==> src/rtl/risc16.sv <==
// risc16: non-pipelined multicycle 16-bit CPU (FETCH/DECODE/EXECUTE/MEMORY/WRITEBACK)
// with a big-endian, byte-addressed single memory port.

module risc16_reg_file (
    input  logic        clk,
    input  logic        rst,
    input  logic [2:0]  i_ra,
    input  logic [2:0]  i_rb,
    output logic [15:0] o_rdata_a,
    output logic [15:0] o_rdata_b,
    input  logic        i_we,
    input  logic [2:0]  i_wa,
    input  logic [15:0] i_wdata
);
    logic [15:0] register0, register1, register2, register3;
    logic [15:0] register4, register5, register6, register7;

    always_ff @(posedge clk) begin
        if (rst) begin
            register0 <= 16'h0000;
            register1 <= 16'h0000;
            register2 <= 16'h0000;
            register3 <= 16'h0000;
            register4 <= 16'h0000;
            register5 <= 16'h0000;
            register6 <= 16'h0000;
            register7 <= 16'h0000;
        end else if (i_we) begin
            case (i_wa)
                3'd0:    register0 <= i_wdata;
                3'd1:    register1 <= i_wdata;
                3'd2:    register2 <= i_wdata;
                3'd3:    register3 <= i_wdata;
                3'd4:    register4 <= i_wdata;
                3'd5:    register5 <= i_wdata;
                3'd6:    register6 <= i_wdata;
                default: register7 <= i_wdata;
            endcase
        end
    end

    always_comb begin
        o_rdata_a = register0;
        case (i_ra)
            3'd0:    o_rdata_a = register0;
            3'd1:    o_rdata_a = register1;
            3'd2:    o_rdata_a = register2;
            3'd3:    o_rdata_a = register3;
            3'd4:    o_rdata_a = register4;
            3'd5:    o_rdata_a = register5;
            3'd6:    o_rdata_a = register6;
            default: o_rdata_a = register7;
        endcase
    end

    always_comb begin
        o_rdata_b = register0;
        case (i_rb)
            3'd0:    o_rdata_b = register0;
            3'd1:    o_rdata_b = register1;
            3'd2:    o_rdata_b = register2;
            3'd3:    o_rdata_b = register3;
            3'd4:    o_rdata_b = register4;
            3'd5:    o_rdata_b = register5;
            3'd6:    o_rdata_b = register6;
            default: o_rdata_b = register7;
        endcase
    end
endmodule

module risc16 (
    input  logic        clk,
    input  logic        rst,
    input  logic [15:0] din,
    output logic [15:0] dout,
    output logic [15:0] addr,
    output logic        oe,
    output logic        we
);
    typedef enum logic [2:0] {FETCH, DECODE, EXECUTE, MEMORY, WRITEBACK} state_t;

    state_t      state, w_state_next;
    logic [15:0] pc, ir, treg1, treg2, rdr, wdr;
    logic [15:0] sbus1, sbus2, dbus;
    logic [15:0] r_alu;

    logic [4:0]  w_op, w_func;
    logic [2:0]  w_rd, w_rs;
    logic        w_is_r, w_is_st, w_is_ld, w_wr_en, w_take;
    logic [15:0] w_imm, w_target, w_rdata_a, w_rdata_b, w_wdata;
    logic        w_rf_we;

    function automatic logic [15:0] sext8(input logic [7:0] v);
        logic signed [7:0]  s;
        logic signed [15:0] w;
        s = signed'(v);
        w = 16'(s);
        return w;
    endfunction

    function automatic logic [15:0] sext11(input logic [10:0] v);
        logic signed [10:0] s;
        logic signed [15:0] w;
        s = signed'(v);
        w = 16'(s);
        return w;
    endfunction

    function automatic logic [15:0] alu(input logic [4:0] op, input logic [4:0] fn,
                                        input logic [15:0] a, input logic [15:0] b);
        logic [15:0] res;
        res = a;
        if (op == 5'b00000) begin
            case (fn)
                5'b00001: res = b;
                5'b00010: res = ~b;
                5'b00011: res = a ^ b;
                5'b00100: res = a + b;
                5'b00101: res = a - b;
                5'b01000: res = {a[14:0], 1'b0};
                5'b01001: res = {1'b0, a[15:1]};
                5'b01010: res = a & b;
                5'b01011: res = a | b;
                default:  res = a;
            endcase
        end else begin
            case (op)
                5'b00100: res = a + b;
                5'b00101: res = b;
                5'b00110: res = a & b;
                5'b00111: res = a | b;
                5'b00001: res = b;
                default:  res = a;
            endcase
        end
        return res;
    endfunction

    function automatic logic r_func_writes(input logic [4:0] fn);
        case (fn)
            5'b00001, 5'b00010, 5'b00011, 5'b00100, 5'b00101,
            5'b01000, 5'b01001, 5'b01010, 5'b01011, 5'b10001: return 1'b1;
            default: return 1'b0;
        endcase
    endfunction

    assign w_op    = ir[15:11];
    assign w_rd    = ir[10:8];
    assign w_rs    = ir[7:5];
    assign w_func  = ir[4:0];
    assign w_is_r  = (w_op == 5'b00000);
    assign w_is_st = w_is_r && (w_func == 5'b10000);
    assign w_is_ld = w_is_r && (w_func == 5'b10001);

    // Immediate is pre-formatted in DECODE so EXECUTE sees a uniform operand
    always_comb begin
        w_imm = 16'h0000;
        case (w_op)
            5'b00100:                               w_imm = sext8(ir[7:0]);
            5'b00101, 5'b00110, 5'b00111:           w_imm = {8'h00, ir[7:0]};
            5'b00001:                               w_imm = {ir[7:0], 8'h00};
            5'b10000, 5'b10001, 5'b10010, 5'b10011: w_imm = sext8(ir[7:0]);
            5'b11000:                               w_imm = sext11(ir[10:0]);
            default:                                w_imm = 16'h0000;
        endcase
    end

    always_comb begin
        w_wr_en = 1'b0;
        case (w_op)
            5'b00000:                               w_wr_en = r_func_writes(w_func);
            5'b00100, 5'b00101, 5'b00110,
            5'b00111, 5'b00001:                     w_wr_en = 1'b1;
            default:                                w_wr_en = 1'b0;
        endcase
    end

    always_comb begin
        w_take = 1'b0;
        case (w_op)
            5'b10000: w_take = (treg1 != 16'h0000);
            5'b10001: w_take = (treg1 == 16'h0000);
            5'b10010: w_take = treg1[15];
            5'b10011: w_take = ~treg1[15];
            5'b11000: w_take = 1'b1;
            default:  w_take = 1'b0;
        endcase
    end

    // pc already holds the incremented value, and treg2 the sign-extended offset
    assign w_target = pc + treg2;
    assign sbus1    = treg1;
    assign sbus2    = treg2;
    assign dbus     = alu(w_op, w_func, sbus1, sbus2);
    assign w_wdata  = w_is_ld ? rdr : r_alu;
    assign w_rf_we  = (state == WRITEBACK) && w_wr_en && !rst;

    risc16_reg_file reg_file_inst (
        .clk       (clk),
        .rst       (rst),
        .i_ra      (w_rd),
        .i_rb      (w_rs),
        .o_rdata_a (w_rdata_a),
        .o_rdata_b (w_rdata_b),
        .i_we      (w_rf_we),
        .i_wa      (w_rd),
        .i_wdata   (w_wdata)
    );

    always_ff @(posedge clk) begin
        if (rst) state <= FETCH;
        else     state <= w_state_next;
    end

    always_comb begin
        w_state_next = FETCH;
        case (state)
            FETCH:     w_state_next = DECODE;
            DECODE:    w_state_next = EXECUTE;
            EXECUTE:   w_state_next = MEMORY;
            MEMORY:    w_state_next = WRITEBACK;
            WRITEBACK: w_state_next = FETCH;
            default:   w_state_next = FETCH;
        endcase
    end

    always_ff @(posedge clk) begin
        if (rst) begin
            pc    <= 16'h0000;
            ir    <= 16'h0000;
            treg1 <= 16'h0000;
            treg2 <= 16'h0000;
            rdr   <= 16'h0000;
            wdr   <= 16'h0000;
            r_alu <= 16'h0000;
        end else begin
            case (state)
                FETCH: begin
                    ir <= din;
                    pc <= pc + 16'd2;
                end
                DECODE: begin
                    treg1 <= w_rdata_a;
                    treg2 <= w_is_r ? w_rdata_b : w_imm;
                end
                EXECUTE: begin
                    r_alu <= dbus;
                    if (w_is_st) wdr <= treg1;
                end
                MEMORY: begin
                    if (w_is_ld) rdr <= din;
                end
                WRITEBACK: begin
                    if (w_take) pc <= w_target;
                end
                default: ;
            endcase
        end
    end

    // Reset overrides the bus strobes so an aborted st never reaches memory
    always_comb begin
        addr = pc;
        oe   = 1'b0;
        we   = 1'b0;
        dout = wdr;
        if (!rst) begin
            case (state)
                FETCH:  oe = 1'b1;
                MEMORY: begin
                    if (w_is_ld) begin
                        addr = treg2;
                        oe   = 1'b1;
                    end else if (w_is_st) begin
                        addr = treg2;
                        we   = 1'b1;
                    end
                end
                default: ;
            endcase
        end
    end
endmodule

==> config.mk <==
export PLATFORM = sky130hd
export DESIGN_NAME = risc16
export DESIGN_NICKNAME = d
export VERILOG_FILES = /design/src/rtl/risc16.sv
export SDC_FILE = /design/constraint.sdc
export NUM_CORES = 1
export LEC_CHECK = 0
export BUFFER_PORTS_ARGS = -buffer_cell sky130_fd_sc_hd__buf_2
export CAP_MARGIN = 20
export CORE_ASPECT_RATIO = 0.7
export CORE_MARGIN = 8
export CORE_UTILIZATION = 25
export DETAILED_ROUTE_END_ITERATION = 8
export SLEW_MARGIN = 25
export SYNTH_ARGS = -nofsm -noshare
export SYNTH_HDL_FRONTEND = slang
export SYNTH_SLANG_ARGS = --single-unit
==> constraint.sdc <==
create_clock -name clk -period 3.82 [get_ports clk]
set_input_delay 0.382 -clock clk [delete_from_list [all_inputs] [get_ports clk]]
set_output_delay 0.382 -clock clk [all_outputs]
set_load 0.02 [all_outputs]
==> flow_metrics.py, run 1 <==
metrics = {
    "synth": {
        "syn_inst": 2002,
        "synth_fa_ha_area_share_pct": 5.51,
        "synth_cell_types": 95,
        "yosys.area.top_type": "dfxtp_1",
        "synthTopCellsByArea": "dfxtp_1 (31%), a21oi_1 (5.8%), o21ai_0 (5.7%), ha_1 (5.1%), nand2_1 (4.9%)",
        "synthSimpleGateAreaFrac_pct": 19.9,
        "synth_top_family_by_area": "compound AO/OA/AOI/OAI gates",
        "synth_edf_count": 0,
        "yosysMostFrequentCell": "dfxtp_1",
        "synth_top_area_share_pct": 30.8,
        "syn_nets": 2088,
        "netlist_top_cells_count": "dfxtp_1 (244), nand2_1 (207), a21oi_1 (184), nor2_1 (179), o21ai_0 (179)",
        "syn_area_um2": 15800,
        "muxShareOfSynthArea_pct": 7.88,
        "synth_ff_type": "dfxtp_1",
        "ys_async_sr_fraction_pct": 0,
        "synth_compound_area_share_pct": 28.4,
        "ys_seq_elements": 244,
        "ys_warn_count": 0,
        "syn_area_per_cell_um2": 7.91,
        "synth_xor_area_share_pct": 1.44,
        "ys_seq_area_share_pct": 30.8,
    },
    "power_and_ir_drop": {
        "leakage_nw": 6.43,
        "ir_drop_mv": 0.370,
        "p_per_area_nw_per_um2": 387,
        "totalPowerFinal_w": 0.00705,
    },
    "critical_path": {
        "start_kind": "flip-flop",
        "crit_arrival_ns": 4.17,
        "crit_path_end_kind": "flip-flop",
        "worst-path-max-fanout": 15,
        "required_ns": 4.28,
        "crit_type": "reg -> reg",
    },
    "sta": {
        "rsz0062_at_grt": "false",
        "fin_setup_tns_ns": 0,
        "slew_headroom_pct": 29.6,
        "fin_crit_ns": 3.71,
        "finClkSkew_ns": 0.0503,
        "worst_pin_slew_ns": 1.06,
        "max_freq_mhz": 270,
        "period_share_pct": 97.0,
        "slew_violations": 0,
        "setup_violations": 0,
        "hold_violations": 0,
    },
    "place": {
        "gp_congestion": 0.992,
        "place_hpwl_um": 52500,
        "port_buffers": 51,
    },
    "routing": {
        "drc": 0,
        "drtAntennaViolNets": 0,
        "wl_um": 69800,
        "dr.pass1.iters": 6,
        "wl_per_cell_um": 24.3,
        "vias": 16600,
        "vias_per_cell": 5.78,
        "first_iter_violations": 2323,
    },
    "global_route": {
        "gr-total-overflow": 0,
        "grt_max_degree": 97,
        "grt_pass1_vias": 15500,
        "grt_pass1_wl_um": 103000,
        "antenna_found_initial": 2,
        "grt_usage_pct": 18.8,
    },
    "layout": {
        "n_fill_cell": 6750,
        "area_growth_pct": 15.0,
        "nets": 2111,
        "drive_above_1_share_pct": 15.4,
        "final_util_pct": 28.9,
    },
    "outcome": {
        "status": "finished clean",
    },
    "floorplanning": {
        "io_pins": 52,
        "die_area_um2": 71800,
        "die_height_um": 227,
        "fp-row-count": 77,
        "coreArea_um2": 62900,
        "die_x_um": 317,
        "initial_core_util_pct": 25.2,
    },
    "clock_network": {
        "cts_max_level": 1,
        "clock_sinks": 244,
        "ctsResizeCount": 0,
        "cts-root-buf": "clkbuf_16",
        "insertion_delay_ns": 0.61,
        "cts.path.max_buffers": 3,
        "numCtsBuffers": 27,
        "cts_tree": "built",
        "path_clk_slew_ns": 0.07,
    },
    "worst_hold_path": {
        "min_path_type": "in -> reg",
    },
    "flow_run": {
        "maxCapViolCount": 0,
    },
}
cells by family (layout without fill, tap and decap cells):
group                    Yosys count  in the layout
AO/OA/AOI/OAI                    696            696
XOR/XNOR                          26             26
adder cells (fa/ha/maj)           68             68
buffers and inverters            231            274
flip-flops                       244            244
multiplexers                      95             95
other                              0              2
AND/OR/NAND/NOR                  642            642
where the power goes:
part	internal (W)	switching, W	total, W
registers	0.00260	0.000132	0.00273
logic	0.000516	0.00108	0.00160
clock network	0.00145	0.00126	0.00271
through the flow:
stage,cell area (um^2),hold WS [ns],setup WS (ns),instances
global route,18200,0.0342,0.0873,2874
finish,18200,0.0310,0.113,2876
floorplan,15800,0.432,0.998,2002
CTS,18200,0.0156,0.156,2873
detailed placement,17300,0.448,0.420,2824
global placement,17300,0.442,0.422,2824
worst max-delay path: stages (launching register included):
cell       delay [ns]
dfxtp_1          0.32
buf_4            0.17
nor4_1           0.60
buf_4            0.22
nand4_1          0.19
or3_1            0.37
a31oi_1          0.52
buf_4            0.25
and2_1           0.15
or2_2            0.35
a21oi_2          0.10
a2111oi_2        0.33
metal layers:
metal  up-vias  track usage, %  wire length (um)
met5         -               0                13
met4         2            4.28              1510
met3        96            6.31              8820
met2       968            24.9             26400
met1      8142            28.5             33000
li1       7404               -                 -
timing repair:
item | 4_1_cts | 5_1_grt
buffers inserted | 0 | 1
hold buffers | 0 | 0
setup endpoints to repair | 0 | 1
area by class of cell:
class                   instances  area [um^2]  area share, %
diodes                          2         5.00         0.0275
clock buffers                  34          732           4.02
clock inverters                15          150          0.824
inverters                      62          233           1.28
multi-input cells            1527        10000           55.0
flip-flops and latches        244         4890           26.9
well taps                     829         1040           5.70
repair buffers                163         1140           6.26
path summary, 6_finish.rpt:
kind                          from                   end  slack, ns  depth (start not counted)
max          sbus1[1]$_SDFFE_PP0P_    pc[7]$_SDFFE_PP0P_       0.11                         11
min                        din[10]   ir[10]$_SDFFE_PP0P_       0.03                          3
max reg2reg  sbus1[1]$_SDFFE_PP0P_    pc[7]$_SDFFE_PP0P_       0.11                         11
min reg2reg   dout[7]$_SDFFE_PP0P_  dout[7]$_SDFFE_PP0P_       0.45                          2
cell usage in the layout (no fill, tap or decap), drive strengths merged, types with 35 or more instances in the layout:
cell / n
o21ai: 188
mux2i: 40
a211oi: 73
inv: 67
mux2: 35
nor2: 181
buf: 163
dfxtp: 244
ha: 65
nand3b: 94
o22ai: 38
nor3: 39
nand2: 207
a21oi: 189
Note: power is estimated with default switching activity, not from simulation.
==> run 2: changes to the inputs <==
--- a/config.mk
+++ b/config.mk
@@ -11,6 +11,7 @@
 export CORE_MARGIN = 8
 export CORE_UTILIZATION = 25
 export DETAILED_ROUTE_END_ITERATION = 8
+export SETUP_SLACK_MARGIN = 0.2
 export SLEW_MARGIN = 25
 export SYNTH_ARGS = -nofsm -noshare
 export SYNTH_HDL_FRONTEND = slang
==> run 2 against run 1 <==
Net effect: count of clock-buffer cells in the layout unchanged; combinational power about the same; sequential share of layout area about the same; final area about the same; first-iteration DRC count up 5.5%; routed wire length up 0.13%; die area unchanged; critical path type is now reg -> out; critical endpoint is now addr[0]; highest routed layer unchanged.
==> flow_metrics.py, run 2 (synthesized netlist as in run 1, its figures left out) <==
metrics = {
    "sta": {
        "slew_headroom_pct": 31.4,
        "max_freq_mhz": 284,
        "slew_violations": 0,
        "rsz0062_at_grt": "false",
        "fin_crit_ns": 3.53,
        "setup_violations": 0,
        "fin_setup_tns_ns": 0,
        "finClkSkew_ns": 0.0486,
        "whs_ns": 0.0312,
        "hold_violations": 0,
        "worst_pin_slew_ns": 1.03,
        "period_share_pct": 92.3,
    },
    "power_and_ir_drop": {
        "totalPowerFinal_w": 0.00705,
        "leakage_nw": 6.44,
        "p_per_area_nw_per_um2": 387,
        "ir_drop_mv": 0.369,
    },
    "critical_path": {
        "critPathMostFrequentCell": "buf_4",
        "crit_chain": "nor2_1, buf_4, nand4_1, buf_4, a21oi_4, buf_4, mux2_2, buf_2",
        "start_kind": "flip-flop",
        "crit_arrival_ns": 3.14,
        "crit_path_end_kind": "output pin",
        "crit_slowest_cell": "dfxtp_1",
        "worst-path-max-fanout": 20,
        "rrSetupSlack_ns": 0.32,
        "crit_type": "reg -> out",
        "required_ns": 3.44,
        "max_stage_delay_ns": 0.45,
    },
    "clock_network": {
        "cts_max_level": 1,
        "cts.path.max_buffers": 3,
        "numCtsBuffers": 27,
        "clock_sinks": 244,
        "path_clk_slew_ns": 0.08,
        "cts_hold_buf": 0,
        "insertion_delay_ns": 0.61,
        "cts-root-buf": "clkbuf_16",
        "cts_tree": "built",
    },
    "routing": {
        "drc": 0,
        "vias_per_cell": 5.80,
        "wl_per_cell_um": 24.3,
        "drtAntennaViolNets": 0,
        "wl_um": 69900,
        "first_iter_violations": 2451,
        "dr.pass1.iters": 6,
        "vias": 16700,
    },
    "floorplanning": {
        "io_pins": 52,
        "coreArea_um2": 62900,
        "die_height_um": 227,
        "fp-row-count": 77,
        "initial_core_util_pct": 25.2,
        "die_x_um": 317,
        "die_area_um2": 71800,
    },
    "outcome": {
        "status": "finished clean",
    },
    "worst_hold_path": {
        "min_path_type": "in -> reg",
    },
    "layout": {
        "drive_above_1_share_pct": 15.5,
        "multi_input_area_um2": 10000,
        "regArea_um2": 4890,
        "antenna_cells": 0,
        "n_fill_cell": 6752,
        "mostFrequentLayoutCells": "dfxtp_1 (239), nand2_1 (207), a21oi_1 (184)",
        "layout.cells.non_filler": 2874,
        "final_common_cell": "dfxtp_1",
        "nets": 2111,
        "area_growth_pct": 15.1,
    },
    "global_route": {
        "grt_usage_pct": 18.8,
        "gr-total-overflow": 0,
        "grt_pass1_wl_um": 103000,
        "grt_pass1_vias": 15500,
        "antenna_found_initial": 2,
        "grt_max_degree": 97,
    },
    "place": {
        "dp.cells": 2824,
        "place_hpwl_um": 52500,
        "port_buffers": 51,
        "gp_congestion": 0.992,
    },
    "flow_run": {
        "maxCapViolCount": 0,
    },
}
[run 2: changes by cell type in the layout (fill, tap and decap cells not counted)]
cell     previous run  this run
diode_2             2         0
a31oi_1            16        15
a31oi_2             1         2
buf_4             109       108
buf_6               1         2
nor2_1            177       176
nor2_4              1         2
[run 2: repair_timing]
item,CTS,global route
endpoints found under the hold margin,0,0
buffers inserted,1,0
resized for setup,0,4
pin swaps,1,0
endpoints found under the setup margin,4,17
[run 2: layer usage]
metal  GRT usage [%]  up-vias  share of wire, %
li1                -     7413                 -
met1            28.5     8162                47
met2            24.9      994                38
met3            6.31       93                13
met4            4.28        2               2.1
met5               0        -             0.019
[run 2: path summary, 6_finish.rpt]
path                         startpoint                   end  cells past startpoint
setup / recovery     ir[3]$_SDFFE_PP0P_               addr[0]                      8
hold / removal                  din[10]   ir[10]$_SDFFE_PP0P_                      3
setup reg to reg  sbus1[1]$_SDFFE_PP0P_    pc[7]$_SDFFE_PP0P_                     11
hold reg to reg    dout[7]$_SDFFE_PP0P_  dout[7]$_SDFFE_PP0P_                      2
[run 2: power breakdown]
group | switching, W | leakage (nW) | internal (W)
clock | 0.00126 | 0.423 | 0.00145
combinational | 0.00109 | 4.04 | 0.000519
sequential | 0.000132 | 1.97 | 0.00260
[run 2: area by class of cell]
| type | count | area share, % |
|---|---|---|
| clock buffer | 34 | 4.02 |
| sequential | 244 | 26.8 |
| clock inverter | 15 | 0.824 |
| timing repair buffer | 163 | 6.28 |
| tap | 829 | 5.69 |
| multi-input combinational | 1527 | 55.1 |
| inverter | 62 | 1.28 |
[run 2: critical path, delay by kind of cell, from the launching register on]
kind | cells | cell delay, ns
mux | 1 | 0.41
compound gates | 1 | 0.19
simple gates | 2 | 0.50
flops | 1 | 0.45
buf+inv | 4 | 0.96
[run 2: stage by stage]
| step | area (um^2) | setup slack [ns] | utilization, % |
|---|---|---|---|
| CTS | 18200 | 0.244 | 28.9 |
| finish | 18200 | 0.295 | 29.0 |
| global placement | 17300 | 0.422 | 27.5 |
| floorplan | 15800 | 0.998 | - |
| global route | 18200 | 0.226 | 29.0 |
| detailed placement | 17300 | 0.420 | 27.5 |
